$ cat src/rtl/bmp_ram_stream_reader_pkg.sv
// Shared constants, FSM encoding and the little-endian byte-insert helper for the BMP RAM stream reader.
package bmp_ram_stream_reader_pkg;

  localparam int unsigned BMP_ADDR_WIDTH = 32'd16;
  localparam int unsigned BMP_TOTAL_SIZE = 32'd65536;
  localparam int unsigned BMP_HDR_BYTES  = 32'd54;
  localparam logic [31:0] BMP_OFS_SIZE   = 32'd2;
  localparam logic [31:0] BMP_OFS_DATA   = 32'd10;
  localparam logic [31:0] BMP_OFS_W      = 32'd18;
  localparam logic [31:0] BMP_OFS_H      = 32'd22;
  localparam logic [31:0] BMP_OFS_BPP    = 32'd28;
  localparam logic [15:0] BMP_BPP_RGB    = 16'd24;
  localparam logic [15:0] BMP_SIG        = 16'h4D42;

  typedef enum logic [2:0] {
    ST_IDLE   = 3'd0,
    ST_HDR    = 3'd1,
    ST_CHECK  = 3'd2,
    ST_STREAM = 3'd3,
    ST_DONE   = 3'd4
  } bmp_state_t;

  // Drops byte b into its little-endian lane when idx falls inside [base, base+n).
  function automatic logic [31:0] put_le_byte(input logic [31:0] field, input logic [31:0] idx,
                                              input logic [31:0] base, input logic [31:0] n,
                                              input logic [7:0] b);
    logic [31:0] r;
    logic [31:0] rel;
    r   = field;
    rel = idx - base;
    if (rel < n) begin
      r[{rel[1:0], 3'b000} +: 8] = b;
    end else begin
      r = field;
    end
    return r;
  endfunction

endpackage

$ cat src/rtl/bmp_ram_stream_reader_header_parser.sv
// Assembles the BMP header fields from a byte stream and flags headers the reader cannot stream.
module bmp_header_parser
  import bmp_ram_stream_reader_pkg::*;
#(
  parameter int unsigned MEM_BYTES = BMP_TOTAL_SIZE,
  parameter int unsigned HDR_BYTES = BMP_HDR_BYTES
) (
  input  logic        clk,
  input  logic        rst,
  input  logic        clr,
  input  logic        cap_en,
  input  logic [31:0] idx,
  input  logic [7:0]  byte_in,
  output logic [31:0] file_size,
  output logic [31:0] offset,
  output logic [31:0] width,
  output logic [31:0] height,
  output logic        hdr_bad
);

  logic [15:0] sig_r;
  logic [15:0] bpp_r;

  // Field capture: each header byte lands in the lane of whichever field covers its index.
  always_ff @(posedge clk) begin
    if (rst || clr) begin
      sig_r     <= 16'h0000;
      bpp_r     <= 16'h0000;
      file_size <= 32'd0;
      offset    <= 32'd0;
      width     <= 32'd0;
      height    <= 32'd0;
    end else if (cap_en) begin
      sig_r     <= 16'(put_le_byte({16'h0000, sig_r}, idx, 32'd0, 32'd2, byte_in));
      bpp_r     <= 16'(put_le_byte({16'h0000, bpp_r}, idx, BMP_OFS_BPP, 32'd2, byte_in));
      file_size <= put_le_byte(file_size, idx, BMP_OFS_SIZE, 32'd4, byte_in);
      offset    <= put_le_byte(offset, idx, BMP_OFS_DATA, 32'd4, byte_in);
      width     <= put_le_byte(width, idx, BMP_OFS_W, 32'd4, byte_in);
      height    <= put_le_byte(height, idx, BMP_OFS_H, 32'd4, byte_in);
    end else begin
      sig_r     <= sig_r;
    end
  end

  // Pixel data must start past the header and inside a file that fits the RAM.
  assign hdr_bad = (sig_r != BMP_SIG) || (bpp_r != BMP_BPP_RGB) ||
                   (offset < HDR_BYTES) || (offset >= file_size) ||
                   (file_size > MEM_BYTES);

endmodule

$ cat src/rtl/bmp_ram_stream_reader.sv
// Reads and validates the BMP header from the byte RAM, then streams pixel bytes over valid/ready.
module bmp_ram_stream_reader
  import bmp_ram_stream_reader_pkg::*;
#(
  parameter int unsigned ADDR_W    = BMP_ADDR_WIDTH,
  parameter int unsigned MEM_BYTES = BMP_TOTAL_SIZE,
  parameter int unsigned HDR_BYTES = BMP_HDR_BYTES
) (
  input  logic              clk,
  input  logic              rst,
  input  logic              start,
  output logic              RAM_ren,
  output logic              RAM_wen,
  output logic [ADDR_W-1:0] RAM_addr,
  input  logic [7:0]        RAM_out,
  output logic [7:0]        pix_data,
  output logic              pix_valid,
  input  logic              pix_ready,
  output logic              pix_last,
  output logic [31:0]       img_width,
  output logic [31:0]       img_height,
  output logic              busy,
  output logic              done,
  output logic              hdr_err
);

  bmp_state_t        state_r, next_state_s;
  logic [ADDR_W-1:0] addr_r;
  logic [31:0]       addr32_s;
  logic [31:0]       file_size_s;
  logic [31:0]       offset_s;
  logic              hdr_bad_s;
  logic              rd_s;
  logic              ren_s;
  logic              hdr_end_s;
  logic              last_addr_s;
  logic [7:0]        pix_data_r;
  logic              pix_valid_r;
  logic              pix_last_r;
  logic              hdr_err_r;

  assign addr32_s    = 32'(addr_r);
  assign hdr_end_s   = (addr32_s == (HDR_BYTES - 32'd1));
  assign last_addr_s = (addr32_s == (file_size_s - 32'd1));

  bmp_header_parser #(
    .MEM_BYTES (MEM_BYTES),
    .HDR_BYTES (HDR_BYTES)
  ) u_parser (
    .clk       (clk),
    .rst       (rst),
    .clr       ((state_r == ST_IDLE) && start),
    .cap_en    (state_r == ST_HDR),
    .idx       (addr32_s),
    .byte_in   (RAM_out),
    .file_size (file_size_s),
    .offset    (offset_s),
    .width     (img_width),
    .height    (img_height),
    .hdr_bad   (hdr_bad_s)
  );

  // State register.
  always_ff @(posedge clk) begin
    if (rst) begin
      state_r <= ST_IDLE;
    end else begin
      state_r <= next_state_s;
    end
  end

  // Next state and read strobe; the last byte is never re-read while it waits to be accepted.
  always_comb begin
    next_state_s = state_r;
    rd_s         = 1'b0;
    ren_s        = 1'b0;
    case (state_r)
      ST_IDLE: begin
        if (start) next_state_s = ST_HDR;
        else       next_state_s = ST_IDLE;
      end
      ST_HDR: begin
        ren_s = 1'b1;
        if (hdr_end_s) next_state_s = ST_CHECK;
        else           next_state_s = ST_HDR;
      end
      ST_CHECK: begin
        if (hdr_bad_s) next_state_s = ST_DONE;
        else           next_state_s = ST_STREAM;
      end
      ST_STREAM: begin
        rd_s  = (addr32_s < file_size_s) && !pix_last_r && (!pix_valid_r || pix_ready);
        ren_s = rd_s;
        if (pix_valid_r && pix_last_r && pix_ready) next_state_s = ST_DONE;
        else                                        next_state_s = ST_STREAM;
      end
      ST_DONE: begin
        next_state_s = ST_IDLE;
      end
      default: begin
        next_state_s = ST_IDLE;
      end
    endcase
  end

  // Address counter, one-entry output register and sticky header error.
  always_ff @(posedge clk) begin
    if (rst) begin
      addr_r      <= {ADDR_W{1'b0}};
      pix_data_r  <= 8'h00;
      pix_valid_r <= 1'b0;
      pix_last_r  <= 1'b0;
      hdr_err_r   <= 1'b0;
    end else begin
      case (state_r)
        ST_IDLE: begin
          pix_valid_r <= 1'b0;
          pix_last_r  <= 1'b0;
          if (start) begin
            addr_r    <= {ADDR_W{1'b0}};
            hdr_err_r <= 1'b0;
          end
        end
        ST_HDR: begin
          if (!hdr_end_s) addr_r <= addr_r + ADDR_W'(1'b1);
        end
        ST_CHECK: begin
          if (hdr_bad_s) hdr_err_r <= 1'b1;
          else           addr_r    <= ADDR_W'(offset_s);
        end
        ST_STREAM: begin
          if (rd_s) begin
            pix_data_r  <= RAM_out;
            pix_valid_r <= 1'b1;
            pix_last_r  <= last_addr_s;
            // Hold on the final address so RAM_addr stays inside the RAM.
            if (!last_addr_s) addr_r <= addr_r + ADDR_W'(1'b1);
          end else if (pix_valid_r && pix_ready) begin
            pix_valid_r <= 1'b0;
            pix_last_r  <= 1'b0;
          end
        end
        ST_DONE: begin
          pix_valid_r <= 1'b0;
          pix_last_r  <= 1'b0;
        end
        default: begin
          pix_valid_r <= 1'b0;
        end
      endcase
    end
  end

  assign RAM_ren   = ren_s;
  assign RAM_wen   = 1'b0;
  assign RAM_addr  = addr_r;
  assign pix_data  = pix_data_r;
  assign pix_valid = pix_valid_r;
  assign pix_last  = pix_last_r;
  assign hdr_err   = hdr_err_r;
  assign busy      = (state_r == ST_HDR) || (state_r == ST_CHECK) || (state_r == ST_STREAM);
  assign done      = (state_r == ST_DONE);

endmodule

$ cat config.mk
export PLATFORM = sky130hd
export DESIGN_NAME = bmp_ram_stream_reader
export DESIGN_NICKNAME = d
export VERILOG_FILES = /design/src/rtl/bmp_ram_stream_reader_pkg.sv /design/src/rtl/bmp_ram_stream_reader_header_parser.sv /design/src/rtl/bmp_ram_stream_reader.sv
export SDC_FILE = /design/constraint.sdc
export NUM_CORES = 1
export LEC_CHECK = 0
export BUFFER_PORTS_ARGS = -buffer_cell sky130_fd_sc_hd__buf_2
export CORE_AREA = 3 3 204 206
export DETAILED_ROUTE_END_ITERATION = 16
export DIE_AREA = 0 0 207 209
export GPL_TIMING_DRIVEN = 0
export HOLD_SLACK_MARGIN = 0.15
export PLACE_DENSITY = 0.51
export SKIP_CTS_REPAIR_TIMING = 1
export SYNTH_ARGS = -nofsm -noshare
export SYNTH_HDL_FRONTEND = slang
export SYNTH_HIERARCHICAL = 1
export SYNTH_SLANG_ARGS = --single-unit
$ cat constraint.sdc
create_clock -name clk -period 3.39 [get_ports clk]
set_input_delay 0.678 -clock clk [delete_from_list [all_inputs] [get_ports clk]]
set_output_delay 0.678 -clock clk [all_outputs]
set_load 0.05 [all_outputs]
==> flow_summary.ini <==
[run_status]
status = finished, violations left
violations = setup timing

[clocking]
cts_buffer_depth = 2
clock_latency_ns = 0.46
cts_tree = built
clkTransAtPathRegs_ns = 0.09
cts_buffers = 17
htree_levels = 4
cts.sinks = 190
clock-root-buffer = clkbuf_16

[timing]
rsz0062_at_grt = true
slew_viol_final = 0
fin_crit_sh_pct = 109
finalHoldViolCount = 0
max_freq_mhz = 271
tightest_slew_ns = 1.06
fin_ws_ns = -0.306
relSlewSlack_pct = 28.9
hold_ws_ns = 0.450
finalSetupViolCount = 18
fin_skew_ns = 0.0292
min_period_ns = 3.70

[floorplan]
chipHeight_um = 209
coreArea_um2 = 39800
initial_core_util_pct = 30.0
dieArea_um2 = 43300
ios = 107
die_x_um = 207
placementRows = 73

[placement]
placedCellCount = 2105
port_buffers = 105
placed_area_um2 = 13400
hpwlAfterDp_um = 33000
dpl_worst_slack_ns = -1.12
gp_congestion = 0.928

[global_routing]
grt_pass1_wl_um = 67000
antenna_found_initial = 0
grt_overflow = 0
grt_pass1_vias = 11000
grt_start_max_net_pins = 19
grtUsageTotal_pct = 19.6

[run]
max_cap_viol_count = 0

[drt]
viasPerCell = 5.36
first_pass_iters = 7
final_antenna_net_count = 0
drt-initial-drc-count = 851
drc = 0
drt_wl_total_um = 44200
vias = 11700
avgRoutedWirePerCell_um = 20.2

[synthesis]
synthesis.instances = 1427
synth-seq-cells = 190
syn_avg_cell_area_um2 = 8.37
synthFlopType = dfxtp_1
yosysSeqAreaShare_pct = 31.8
synth_edf_count = 0
synth.distinct_cells = 89
async_flop_share_pct = 0
ys_warn_count = 6
syn_area_um2 = 11900

[critical_path]
path_max_fanout = 5
arrival_ns = 4.05
cp.required_ns = 3.74
critPathLaunchType = flop
crit_type = reg2reg
critPathCaptureType = flop

[cells_and_area]
nNetsFinal = 1716
fin_area_um2 = 14900
layout_commonest_cell = dfxtp_1
nFillCells = 4160
n_antenna_cell = 0
final_core_util_pct = 37.4
final_cell_count_no_fill = 2183
final_cell_mix = dfxtp_1 (162), nand2_1 (149), mux2i_1 (113)
drive_above_1_share_pct = 22.2
area_growth_syn_to_layout_pct = 24.8

[pwr]
p_clk_share_pct = 35.9
p_comb_share_pct = 24.2
p_sw_share_pct = 33.8
peakVddDrop_mv = 0.399
powerDensity_nw_per_um2 = 385
pwr-share-seq_pct = 39.9
internal_power_mw = 3.80
p_switching_mw = 1.94
p_leak_nw = 6.56

[worst_hold_path]
hold_class = reg2reg
==> critical path: stages (launching register included) <==
cell and delay [ns]:
dfxtp_4 0.38, inv_1 0.05, ha_1 0.28, a21o_1 0.16
a21o_1 0.16, a21oi_1 0.17, o211ai_1 0.17, a211oi_2 0.37
o31ai_2 0.11, a311o_2 0.40, inv_2 0.11, mux2_4 0.16
o221ai_4 0.15, buf_4 0.17, buf_6 0.11, a21oi_1 0.11
o21ai_1 0.08, o21bai_1 0.17, a32o_1 0.26
==> cell families (layout without fill, tap and decap cells) <==
kind of cell | Yosys count | after routing | share of synthesized area [%]
and+or+nand+nor | 585 | 585 | 26.7
AOI/OAI and AO/OA | 264 | 264 | 16.2
DFF | 190 | 190 | 31.8
buffers and inverters | 161 | 344 | 5.65
muxes | 115 | 115 | 9.65
adders and majority gates | 59 | 59 | 6.18
xor gates and xnor gates | 52 | 52 | 3.81
other | 1 | 49 | 0.0314
==> synthesized netlist by cell type (all sizes together), types with 34 or more instances <==
library cell | count | area (um^2)
nand4 | 45 | 300
inv | 84 | 315
dfxtp | 190 | 3800
nor4 | 53 | 417
nand2 | 161 | 639
xnor2 | 34 | 298
o21ai | 56 | 295
a21oi | 37 | 189
clkbuf | 54 | 204
nor2 | 93 | 349
nand3 | 59 | 305
mux2i | 113 | 1130
ha | 59 | 738
nor3 | 48 | 257
==> metrics by stage <==
step / power, mW / TNS, ns
CTS: 5.56 / -119.24
detailed placement: 3.50 / -114.81
global route: 5.99 / -6.61
finish: 5.74 / -4.67
floorplan: 3.17 / 0
global placement: 3.50 / -117.89
==> path summary, 6_finish.rpt <==
| kind | slack (ns) | endpoint | from | cells past startpoint |
|---|---|---|---|---|
| setup / recovery | -0.31 | RAM_addr[15] | u_parser/file_size[5] | 18 |
| hold / removal | 0.45 | u_parser/width[1] | u_parser/width[1] | 2 |
| setup reg to reg | -0.31 | RAM_addr[15] | u_parser/file_size[5] | 18 |
| hold reg to reg | 0.45 | u_parser/width[1] | u_parser/width[1] | 2 |
==> power groups by stage <==
stage	Combinational, mW	Clock, mW	Sequential [mW]
after floorplan	0.787	0	2.38
after global placement	1.14	0	2.36
after detailed placement	1.14	0	2.36
after CTS	1.15	2.10	2.31
after global routing	1.49	2.20	2.29
final	1.39	2.06	2.29
==> metal layers <==
layer / vias up / global-route usage, % / part of all wire (%)
met4: 0 / 5.34 / 2.1
met5: - / 0 / 0
met1: 5672 / 27.7 / 48
met2: 331 / 31.1 / 46
met3: 54 / 2.93 / 4.4
li1: 5636 / - / -
==> sequential cells by signal, summed over array words and instances (netlist names) <==
name,count
u_parser/height,32
pix_valid,1
u_parser/bpp_r,16
hdr_err,1
pix_data,8
u_parser/sig_r,16
state_r,3
u_parser/width,32
RAM_addr,16
u_parser/offset,32
pix_last,1
u_parser/file_size,32
==> layout make-up <==
class / instances / area, um^2 / share of cell area, %
Buffer: 76 / 418 / 2.80
Clock buffer: 18 / 439 / 2.95
Clock inverter: 14 / 151 / 1.02
Inverter: 84 / 319 / 2.14
Multi-Input combinational cell: 1124 / 8150 / 54.6
Sequential cell: 190 / 3860 / 25.9
Tap cell: 525 / 657 / 4.41
Timing Repair Buffer: 152 / 916 / 6.14
Power figures use the tool's default switching activity.
